===== src/rtl/lcg_stim_pkg.sv =====
//------------------------------------------------------------------------------
// Module   : lcg_stim_pkg
// Desc     : Shared LCG constants, FSM/mode encodings and the LCG step function
//            for the lcg_stim_gen stimulus source.
// Revision : 1.0 - initial release
//------------------------------------------------------------------------------
`default_nettype none

package lcg_stim_pkg;

    localparam logic [31:0] LCG_MUL = 32'h41C6_4E6D;
    localparam logic [31:0] LCG_INC = 32'h0000_3039;

    typedef enum logic [1:0] {
        IDLE  = 2'd0,
        FILL  = 2'd1,
        VALID = 2'd2,
        DONE  = 2'd3
    } state_e;

    typedef enum logic {
        MODE_LCG = 1'b0,
        MODE_CNT = 1'b1
    } mode_e;

    function automatic logic [31:0] lcg_next(input logic [31:0] x);
        return x * LCG_MUL + LCG_INC;
    endfunction

endpackage

`default_nettype wire


===== src/rtl/lcg_word_gen.sv =====
//------------------------------------------------------------------------------
// Module   : lcg_word_gen
// Desc     : Holds the LCG state and the counter-pattern word; presents the next
//            32-bit word combinationally and advances it on step.
// Revision : 1.0 - initial release
//------------------------------------------------------------------------------
`default_nettype none

module lcg_word_gen
    import lcg_stim_pkg::*;
#(
    parameter logic [31:0] SEED_DEFAULT = 32'h3D1A_2B5D
) (
    input  logic        clk,
    input  logic        rst,
    input  logic        seed_we,
    input  logic [31:0] seed,
    input  logic        cnt_clr,
    input  logic        step,
    input  mode_e       mode,
    output logic [31:0] word
);

    logic [31:0] r_rng;
    logic [31:0] r_cnt;
    logic [31:0] w_lcg;

    assign w_lcg = lcg_next(r_rng);
    assign word  = (mode == MODE_CNT) ? r_cnt : w_lcg;

    // Counter mode leaves the LCG untouched so a later LCG run resumes its sequence.
    always_ff @(posedge clk) begin
        if (rst) begin
            r_rng <= SEED_DEFAULT;
            r_cnt <= '0;
        end else begin
            if (seed_we) begin
                r_rng <= seed;
            end else if (step && (mode == MODE_LCG)) begin
                r_rng <= w_lcg;
            end

            if (cnt_clr) begin
                r_cnt <= '0;
            end else if (step && (mode == MODE_CNT)) begin
                r_cnt <= r_cnt + 32'd1;
            end
        end
    end

endmodule

`default_nettype wire


===== src/rtl/lcg_stim_gen.sv =====
//------------------------------------------------------------------------------
// Module   : lcg_stim_gen
// Desc     : Parametrised LCG / counter-pattern stimulus source with valid/ready
//            output, vector counting and programmable run length.
//            Optional trace of accepted vectors: define LCG_STIM_TRACE_EN.
// Revision : 1.0 - initial release
//------------------------------------------------------------------------------
`default_nettype none

module lcg_stim_gen
    import lcg_stim_pkg::*;
#(
    parameter int          OUT_W        = 261,
    parameter int          CNT_W        = 32,
    parameter logic [31:0] SEED_DEFAULT = 32'h3D1A_2B5D
) (
    input  logic             clk,
    input  logic             rst,
    input  logic             seed_we,
    input  logic [31:0]      seed,
    input  logic             mode,
    input  logic             start,
    input  logic             abort,
    input  logic [CNT_W-1:0] num_vectors,
    output logic             out_valid,
    input  logic             out_ready,
    output logic [OUT_W-1:0] out_data,
    output logic [CNT_W-1:0] vec_cnt,
    output logic             done
);

    localparam int c_WORDS  = (OUT_W + 31) / 32;
    localparam int c_IDX_W  = (c_WORDS > 1) ? $clog2(c_WORDS) : 1;
    localparam int c_LAST_W = OUT_W - 32 * (c_WORDS - 1);
    localparam logic [c_IDX_W-1:0] c_LAST_IDX = c_IDX_W'(c_WORDS - 1);

    state_e             r_state;
    state_e             w_state_nxt;
    logic [c_IDX_W-1:0] r_idx;
    logic [OUT_W-1:0]   r_data;
    logic [OUT_W-1:0]   w_data_nxt;
    logic [CNT_W-1:0]   r_vec_cnt;
    logic [CNT_W-1:0]   w_cnt_inc;
    logic [CNT_W-1:0]   r_num;
    logic               r_done;
    mode_e              r_mode;
    logic [31:0]        w_word;

    logic w_idle_like;
    logic w_start_ok;
    logic w_seed_ok;
    logic w_step;
    logic w_accept;
    logic w_last_vec;

    assign w_idle_like = (r_state == IDLE) || (r_state == DONE);
    assign w_start_ok  = start && !abort && w_idle_like;
    assign w_seed_ok   = seed_we && !abort && w_idle_like;
    assign w_step      = (r_state == FILL) && !abort;
    assign w_accept    = (r_state == VALID) && out_ready && !abort;
    assign w_cnt_inc   = r_vec_cnt + CNT_W'(1);
    assign w_last_vec  = (r_num != '0) && (w_cnt_inc == r_num);

    assign out_valid = (r_state == VALID);
    assign out_data  = r_data;
    assign vec_cnt   = r_vec_cnt;
    assign done      = r_done;

    lcg_word_gen #(
        .SEED_DEFAULT (SEED_DEFAULT)
    ) u_word_gen (
        .clk     (clk),
        .rst     (rst),
        .seed_we (w_seed_ok),
        .seed    (seed),
        .cnt_clr (w_start_ok),
        .step    (w_step),
        .mode    (r_mode),
        .word    (w_word)
    );

    // Word k lands in bits [32k+31:32k]; the final word keeps only its low bits.
    for (genvar k = 0; k < c_WORDS; k++) begin : g_word
        localparam logic [c_IDX_W-1:0] c_K = c_IDX_W'(k);
        if (k < c_WORDS - 1) begin : g_full
            assign w_data_nxt[32*k +: 32] = (r_idx == c_K) ? w_word : r_data[32*k +: 32];
        end else begin : g_last
            assign w_data_nxt[OUT_W-1:32*k] = (r_idx == c_K) ? w_word[c_LAST_W-1:0]
                                                             : r_data[OUT_W-1:32*k];
        end
    end

    always_ff @(posedge clk) begin
        if (rst) begin
            r_state <= IDLE;
        end else begin
            r_state <= w_state_nxt;
        end
    end

    always_comb begin
        w_state_nxt = r_state;
        if (abort) begin
            w_state_nxt = IDLE;
        end else begin
            case (r_state)
                IDLE, DONE: if (start) w_state_nxt = FILL;
                FILL:       if (r_idx == c_LAST_IDX) w_state_nxt = VALID;
                VALID:      if (out_ready) w_state_nxt = w_last_vec ? DONE : FILL;
                default:    w_state_nxt = IDLE;
            endcase
        end
    end

    always_ff @(posedge clk) begin
        if (rst) begin
            r_idx     <= '0;
            r_data    <= '0;
            r_vec_cnt <= '0;
            r_num     <= '0;
            r_done    <= 1'b0;
            r_mode    <= MODE_LCG;
        end else if (abort) begin
            // rng state, vector count and last data survive an abort
            r_idx  <= '0;
            r_done <= 1'b0;
        end else begin
            if (w_start_ok) begin
                r_idx     <= '0;
                r_vec_cnt <= '0;
                r_done    <= 1'b0;
                r_num     <= num_vectors;
                r_mode    <= mode_e'(mode);
            end
            if (w_step) begin
                r_data <= w_data_nxt;
                r_idx  <= (r_idx == c_LAST_IDX) ? '0 : r_idx + c_IDX_W'(1);
            end
            if (w_accept) begin
                r_vec_cnt <= w_cnt_inc;
                if (w_last_vec) begin
                    r_done <= 1'b1;
                end
            end
        end
    end

`ifdef LCG_STIM_TRACE_EN
    logic [63:0] r_trace_cyc;

    always_ff @(posedge clk) begin
        if (rst) begin
            r_trace_cyc <= '0;
        end else begin
            r_trace_cyc <= r_trace_cyc + 64'd1;
            if (w_accept) begin
                $write("CYCLE=%0d IN=%0h\n", r_trace_cyc, r_data);
            end
        end
    end
`else
`endif

endmodule

`default_nettype wire

===== config.mk =====
export PLATFORM = sky130hd
export DESIGN_NAME = lcg_stim_gen
export DESIGN_NICKNAME = d
export VERILOG_FILES = /design/src/rtl/lcg_stim_pkg.sv /design/src/rtl/lcg_word_gen.sv /design/src/rtl/lcg_stim_gen.sv
export SDC_FILE = /design/constraint.sdc
export NUM_CORES = 1
export LEC_CHECK = 0
export CORE_MARGIN = 5
export CORE_UTILIZATION = 51
export DETAILED_ROUTE_END_ITERATION = 10
export MAX_ROUTING_LAYER = met4
export PLACE_DENSITY_LB_ADDON = 0.2
export SYNTH_ARGS = -nofsm -noshare
export SYNTH_HDL_FRONTEND = slang
export SYNTH_SLANG_ARGS = --single-unit

===== constraint.sdc =====
create_clock -name clk -period 6.65 [get_ports clk]
set_input_delay 1.33 -clock clk [delete_from_list [all_inputs] [get_ports clk]]
set_output_delay 1.33 -clock clk [all_outputs]
set_load 0.01 [all_outputs]

==> flow_metrics.env, run 1 <==
export IMPL_status="finished, final reports clean"
export IMPL_finalNetCount=3793
export IMPL_maxCapViolations=0
export IMPL_finalMaxSlewViolations=0
export IMPL_stdcell_count=4030
export IMPL_synth_area_per_cell_um2=8.678
export IMPL_setup_violations=0
export IMPL_overflow=0
export IMPL_critPathRequiredTime_ps=7060
export IMPL_dp_cells=3939
export IMPL_grt_pass1_wl_mm=128.4
export IMPL_synth_async_sr_flop_share_pct=0
export IMPL_yosys_warnings=0
export IMPL_hold_class="reg2reg"
export IMPL_vias_per_cell=5.577
export IMPL_num_rows=82
export IMPL_multi_input_area_um2=16010
export IMPL_dp_hpwl_mm=64.83
export IMPL_min_period_ps=6545
export IMPL_synth_area_leader_cell="dfxtp_1"
export IMPL_yosys_area_top_type_share_pct=31.17
export IMPL_slew_headroom_pct=17.32
export IMPL_tritoncts="built"
export IMPL_drt_pass1_iterations=5
export IMPL_syn_cell_area_um2=25500
export IMPL_dieArea_um2=54560
export IMPL_utilization_pct=65.60
export IMPL_tightest_slew_ps=1206
export IMPL_grt_max_degree=177
export IMPL_numPortBuffers=365
export IMPL_gp_congestion=0.9740
export IMPL_grt_pass1_vias=22420
export IMPL_regArea_um2=7991
export IMPL_rsz0062_at_grt="true"
export IMPL_ys_seq_elements=397
export IMPL_area_growth_pct=28.04
export IMPL_cts_buffers=44
export IMPL_track_usage_pct=30.93
export IMPL_path_clk_slew_ps=60
export IMPL_synth_cell_types=85
export IMPL_yosys_cell_count_top_type="inv_1"
export IMPL_yosysSeqAreaShare_pct=31.17
export IMPL_num_fill_cells=4235
export IMPL_fin_crit_sh_pct=98.42
export IMPL_netlist_instances=2938
export IMPL_die_w_um=233.6
export IMPL_clock_latency_ps=590
export IMPL_clockBufferDepth=3
export IMPL_cts_sinks=397
export IMPL_cts_htree_levels=2
export IMPL_die_h_um=233.6
export IMPL_synth_edff_count=0
export IMPL_wl_mm=85.23
export IMPL_hold_violations=0
export IMPL_core_area_um2=49760
export IMPL_worstSetupPathType="reg2reg"
export IMPL_synth_area_leaders="dfxtp_1 (31%), fa_1 (15%), ha_1 (11%)"
export IMPL_worst_path_max_fanout=8
export IMPL_drt_iter0_markers=1797
export IMPL_grt_antenna_before_repair=3
export IMPL_io_pins=366
export IMPL_vias=22480
export IMPL_wl_per_cell_um=21.15
export IMPL_cts_root_buf="clkbuf_16"
export IMPL_max_freq_mhz=152.8
export IMPL_worst_setup_path_start_kind="register"
export IMPL_reg2reg_slack_ps=100
export IMPL_synthFlopType="dfxtp_1"
export IMPL_drc=0
export IMPL_syn_nets=3412
export IMPL_drive_above_1_share_pct=11.12
export IMPL_finClkSkew_ps=33.16
export IMPL_cp_end_kind="register"
export IMPL_start_util_pct=51.24
export IMPL_worstPathArrival_ps=6950
export IMPL_synth_commonest_cells="inv_1 (426), dfxtp_1 (397), nor2_1 (270), nand2_1 (241), a21oi_1 (217)"
export IMPL_final_antenna_net_count=0
kinds of logic after synthesis:
family	synth area share, %
AOI/OAI and AO/OA	16.00
and+or+nand+nor	13.37
buffers and inverters	8.946
DFF	31.17
adders and majority gates	25.31
xor gates and xnor gates	4.397
muxes	0.7999
final timing paths:
path / startpoint / endpoint / cells after the start
setup / recovery: u_word_gen.r_rng[16]$_SDFFE_PP0P_ / out_data[31]$_SDFFE_PP0P_ / 22
hold / removal: out_data[161]$_SDFFE_PP0P_ / out_data[161]$_SDFFE_PP0P_ / 2
setup reg to reg: u_word_gen.r_rng[16]$_SDFFE_PP0P_ / out_data[31]$_SDFFE_PP0P_ / 22
hold reg to reg: out_data[161]$_SDFFE_PP0P_ / out_data[161]$_SDFFE_PP0P_ / 2
registers in the layout (all words and copies together), names as in the netlist, 2 cells and up:
signal / count
out_data: 261
r_num: 32
u_word_gen.r_cnt: 32
u_word_gen.r_rng: 32
vec_cnt: 32
r_idx: 4
r_state: 2
cell usage in the layout, fill, tap and decap left out, drive strengths merged, types with 8 or more instances in the layout:
cell | synthesis | layout
inv | 427 | 430
dfxtp | 397 | 397
clkdlybuf4s50 | 0 | 364
nor2 | 270 | 270
nand2 | 241 | 241
a21oi | 217 | 217
ha | 215 | 215
fa | 188 | 188
o21ai | 168 | 168
a211oi | 134 | 134
buf | 16 | 128
xnor2 | 74 | 74
clkbuf | 142 | 64
nand3 | 62 | 62
xor2 | 54 | 54
a31oi | 35 | 35
nor3 | 25 | 25
nand4 | 24 | 24
and2 | 22 | 22
and3 | 20 | 20
nor4 | 20 | 20
mux2i | 17 | 17
o211ai | 14 | 14
or3 | 14 | 14
a21o | 13 | 13
o21a | 11 | 11
a311oi | 11 | 11
o31ai | 10 | 10
clkinv | 1 | 10
and4 | 9 | 9
nand2b | 8 | 8
cell type report:
cell class              instances  area share [%]
diodes                          3         0.02300
clock buffers                  63           3.806
clock inverters                19          0.8816
inverters                     428           4.921
multi-input cells            1955           49.04
flip-flops and latches        397           24.48
well taps                     672           2.576
repair buffers                493           14.27
critical path, cell delays in order, from the launching register on:
cell	delay [ps]
dfxtp_4	360
buf_6	140
ha_2	320
inv_1	70
fa_2	580
fa_1	450
fa_1	530
inv_1	60
fa_2	610
fa_1	450
fa_1	490
inv_1	50
fa_1	510
inv_1	80
ha_4	280
inv_2	90
a2111oi_4	350
buf_4	200
o2111ai_4	140
and3_4	200
o21ai_2	160
buf_6	150
a31oi_2	90
through the flow:
step / worst slack, ps / TNS (ps) / hold WS, ps / cell area [um2]
floorplan: 12.01 / 0 / 460.7 / 25510
global placement: -90.51 / -1647 / 439.7 / 30290
detailed placement: -216.1 / -7354 / 446.4 / 30290
CTS: 2.009 / 0 / 454.8 / 31950
global route: -52.76 / -397.8 / 473.8 / 32640
finish: 104.9 / 0 / 455.8 / 32640
repair_timing:
| action | in CTS | in global routing |
|---|---|---|
| cloned | 0 | 0 |
| setup endpoints to repair | 83 | 135 |
| endpoints found under the hold margin | 0 | 0 |
| pin swaps | 4 | 46 |
| resized for setup | 25 | 128 |
| hold buffers | 0 | 0 |
| buffers inserted | 3 | 3 |
per-layer routing:
metal  global-route usage [%]  share of wire, %  up-vias
met5                        -                 0        -
met4                    9.616               3.8        0
met3                    4.655               6.2      179
met2                    51.23                49      802
met1                    39.37                41    10960
li1                         -                 -    10530
Power of run 1 is left out: the tool's default activity adds up to more than one toggle a clock period on the data nets, which glitch-free logic cannot reach.
==> run 2: changes to the inputs <==
--- a/config.mk
+++ b/config.mk
@@ -6,7 +6,7 @@
 export NUM_CORES = 1
 export LEC_CHECK = 0
 export CORE_MARGIN = 5
-export CORE_UTILIZATION = 51
+export CORE_UTILIZATION = 56
 export DETAILED_ROUTE_END_ITERATION = 10
 export MAX_ROUTING_LAYER = met4
 export PLACE_DENSITY_LB_ADDON = 0.2
==> constraint.sdc (replaced) <==
create_clock -name clk -period 7.2 [get_ports clk]
set_input_delay 1.44 -clock clk [delete_from_list [all_inputs] [get_ports clk]]
set_output_delay 1.44 -clock clk [all_outputs]
set_load 0.01 [all_outputs]
==> flow_metrics.env, run 2 (synthesis gave the netlist of run 1 again) <==
export IMPL_vias_per_cell=5.727
export IMPL_slew_headroom_pct=18.81
export IMPL_die_w_um=223.4
export IMPL_drive_above_1_share_pct=5.724
export IMPL_wl_per_cell_um=21.35
export IMPL_r2r_end="out_data[148]$_SDFFE_PP0P_"
export IMPL_cts_root_buf="clkbuf_16"
export IMPL_vias=22180
export IMPL_final_common_cell="inv_1"
export IMPL_path_clk_slew_ps=70
export IMPL_start_util_pct=56.42
export IMPL_drt_iter0_markers=1959
export IMPL_setup_violations=0
export IMPL_cts_sinks=397
export IMPL_fin_crit_sh_pct=97.57
export IMPL_hold_worst_slack_ps=456.5
export IMPL_drc=0
export IMPL_track_usage_pct=33.22
export IMPL_dp_hpwl_mm=62.95
export IMPL_num_rows=78
export IMPL_num_fill_cells=3634
export IMPL_grt_pass1_wl_mm=127.8
export IMPL_cts_buffers=44
export IMPL_grt_max_degree=111
export IMPL_status="finished, final reports clean"
export IMPL_grt_antenna_before_repair=6
export IMPL_max_stage_delay_ps=550
export IMPL_clock_latency_ps=590
export IMPL_area_growth_pct=22.34
export IMPL_critPathRequiredTime_ps=7680
export IMPL_gp_congestion=0.9483
export IMPL_worstRegToRegCells=25
export IMPL_finalMaxSlewViolations=0
export IMPL_crit_end="out_data[148]$_SDFFE_PP0P_"
export IMPL_hold_class="reg2reg"
export IMPL_cp_end_kind="register"
export IMPL_final_cell_mix="inv_1 (426), dfxtp_1 (389), clkdlybuf4s50_1 (364)"
export IMPL_worstSetupPathType="reg2reg"
export IMPL_numPortBuffers=365
export IMPL_finalNetCount=3707
export IMPL_final_antenna_net_count=0
export IMPL_finClkSkew_ps=30.34
export IMPL_drt_pass1_iterations=8
export IMPL_critPathLaunch="u_word_gen.r_rng[7]$_SDFFE_PP0P_"
export IMPL_maxCapViolations=0
export IMPL_largest_reg_flops=261
export IMPL_core_area_um2=45190
export IMPL_tritoncts="built"
export IMPL_worst_setup_path_start_kind="register"
export IMPL_crit_family="adder cells"
export IMPL_wl_mm=82.67
export IMPL_clockBufferDepth=3
export IMPL_cts_htree_levels=2
export IMPL_min_period_ps=7025
export IMPL_max_freq_mhz=142.4
export IMPL_dieArea_um2=49900
export IMPL_crit_slowest_cell="fa_1"
export IMPL_cp_depth=25
export IMPL_worstPathArrival_ps=7510
export IMPL_timing_rr_start="u_word_gen.r_rng[7]$_SDFFE_PP0P_"
export IMPL_reg2reg_slack_ps=180
export IMPL_grt_pass1_vias=22220
export IMPL_worst_path_max_fanout=8
export IMPL_hold_violations=0
export IMPL_worst_path_buf_inv=8
export IMPL_tightest_slew_ps=1213
export IMPL_overflow=0
export IMPL_postCtsHoldBufs=0
export IMPL_io_pins=366
export IMPL_die_h_um=223.4
-- run 2: repair_timing --
| action | 4_1_cts | 5_1_grt |
|---|---|---|
| pin swaps | 0 | 4 |
| gates resized for setup | 3 | 27 |
| endpoints found under the setup margin | 17 | 99 |
| buffers inserted | 0 | 1 |
-- run 2: metrics by stage --
stage	setup TNS, ps	worst slack (ps)	cells	utilization [%]	instance area [um2]
detailed placement	-189.3	-36.39	3786	65.40	29550
floorplan	0	519.4	2938	-	25500
finish	0	175.1	3873	69.03	31190
global placement	0	183.5	3786	65.40	29550
CTS	0	65.06	3866	68.70	31040
global route	-131.0	-30.72	3873	69.03	31190
-- run 2: worst min path at each step --
stage	start	end	slack (ps)	cells after the start
2_1_floorplan	r_num[10]$_SDFFE_PP0P_	r_num[10]$_SDFFE_PP0P_	460	2
5_1_grt	out_data[237]$_SDFFE_PP0P_	out_data[237]$_SDFFE_PP0P_	480	2
3_5_place_dp	out_data[237]$_SDFFE_PP0P_	out_data[237]$_SDFFE_PP0P_	450	2
3_3_place_gp	out_data[45]$_SDFFE_PP0P_	out_data[45]$_SDFFE_PP0P_	440	2
6_report	out_data[1]$_SDFFE_PP0P_	out_data[1]$_SDFFE_PP0P_	460	2
4_1_cts	out_data[1]$_SDFFE_PP0P_	out_data[1]$_SDFFE_PP0P_	460	2
-- run 2: cell type report --
| cell class | instances | area, um2 | area share (%) |
|---|---|---|---|
| Multi-Input combinational cell | 1955 | 15390 | 49.35 |
| Sequential cell | 397 | 7960 | 25.52 |
| Timing Repair Buffer | 407 | 3985 | 12.78 |
| Inverter | 428 | 1607 | 5.150 |
| Clock buffer | 65 | 1291 | 4.140 |
| Tap cell | 600 | 750.7 | 2.407 |
| Clock inverter | 15 | 188.9 | 0.6057 |
| Antenna cell | 6 | 15.01 | 0.04813 |
-- run 2: tightest hold or removal path, delay by kind of cell (launching register included) --
family	cells	cell delay, ps
flip-flops	1	300
AND/OR/NAND/NOR	1	50
AO/OA/AOI/OAI	1	50
-- run 2: routing by layer --
layer  vias up  routed length (um)  GRT usage (%)
met5         -                   0              -
met4         0                3504          11.03
met3       179                6628          7.882
met2       894               39190          53.94
met1     10750               33350          41.10
li1      10360                   -              -
Power of run 2 is left out for the same reason.
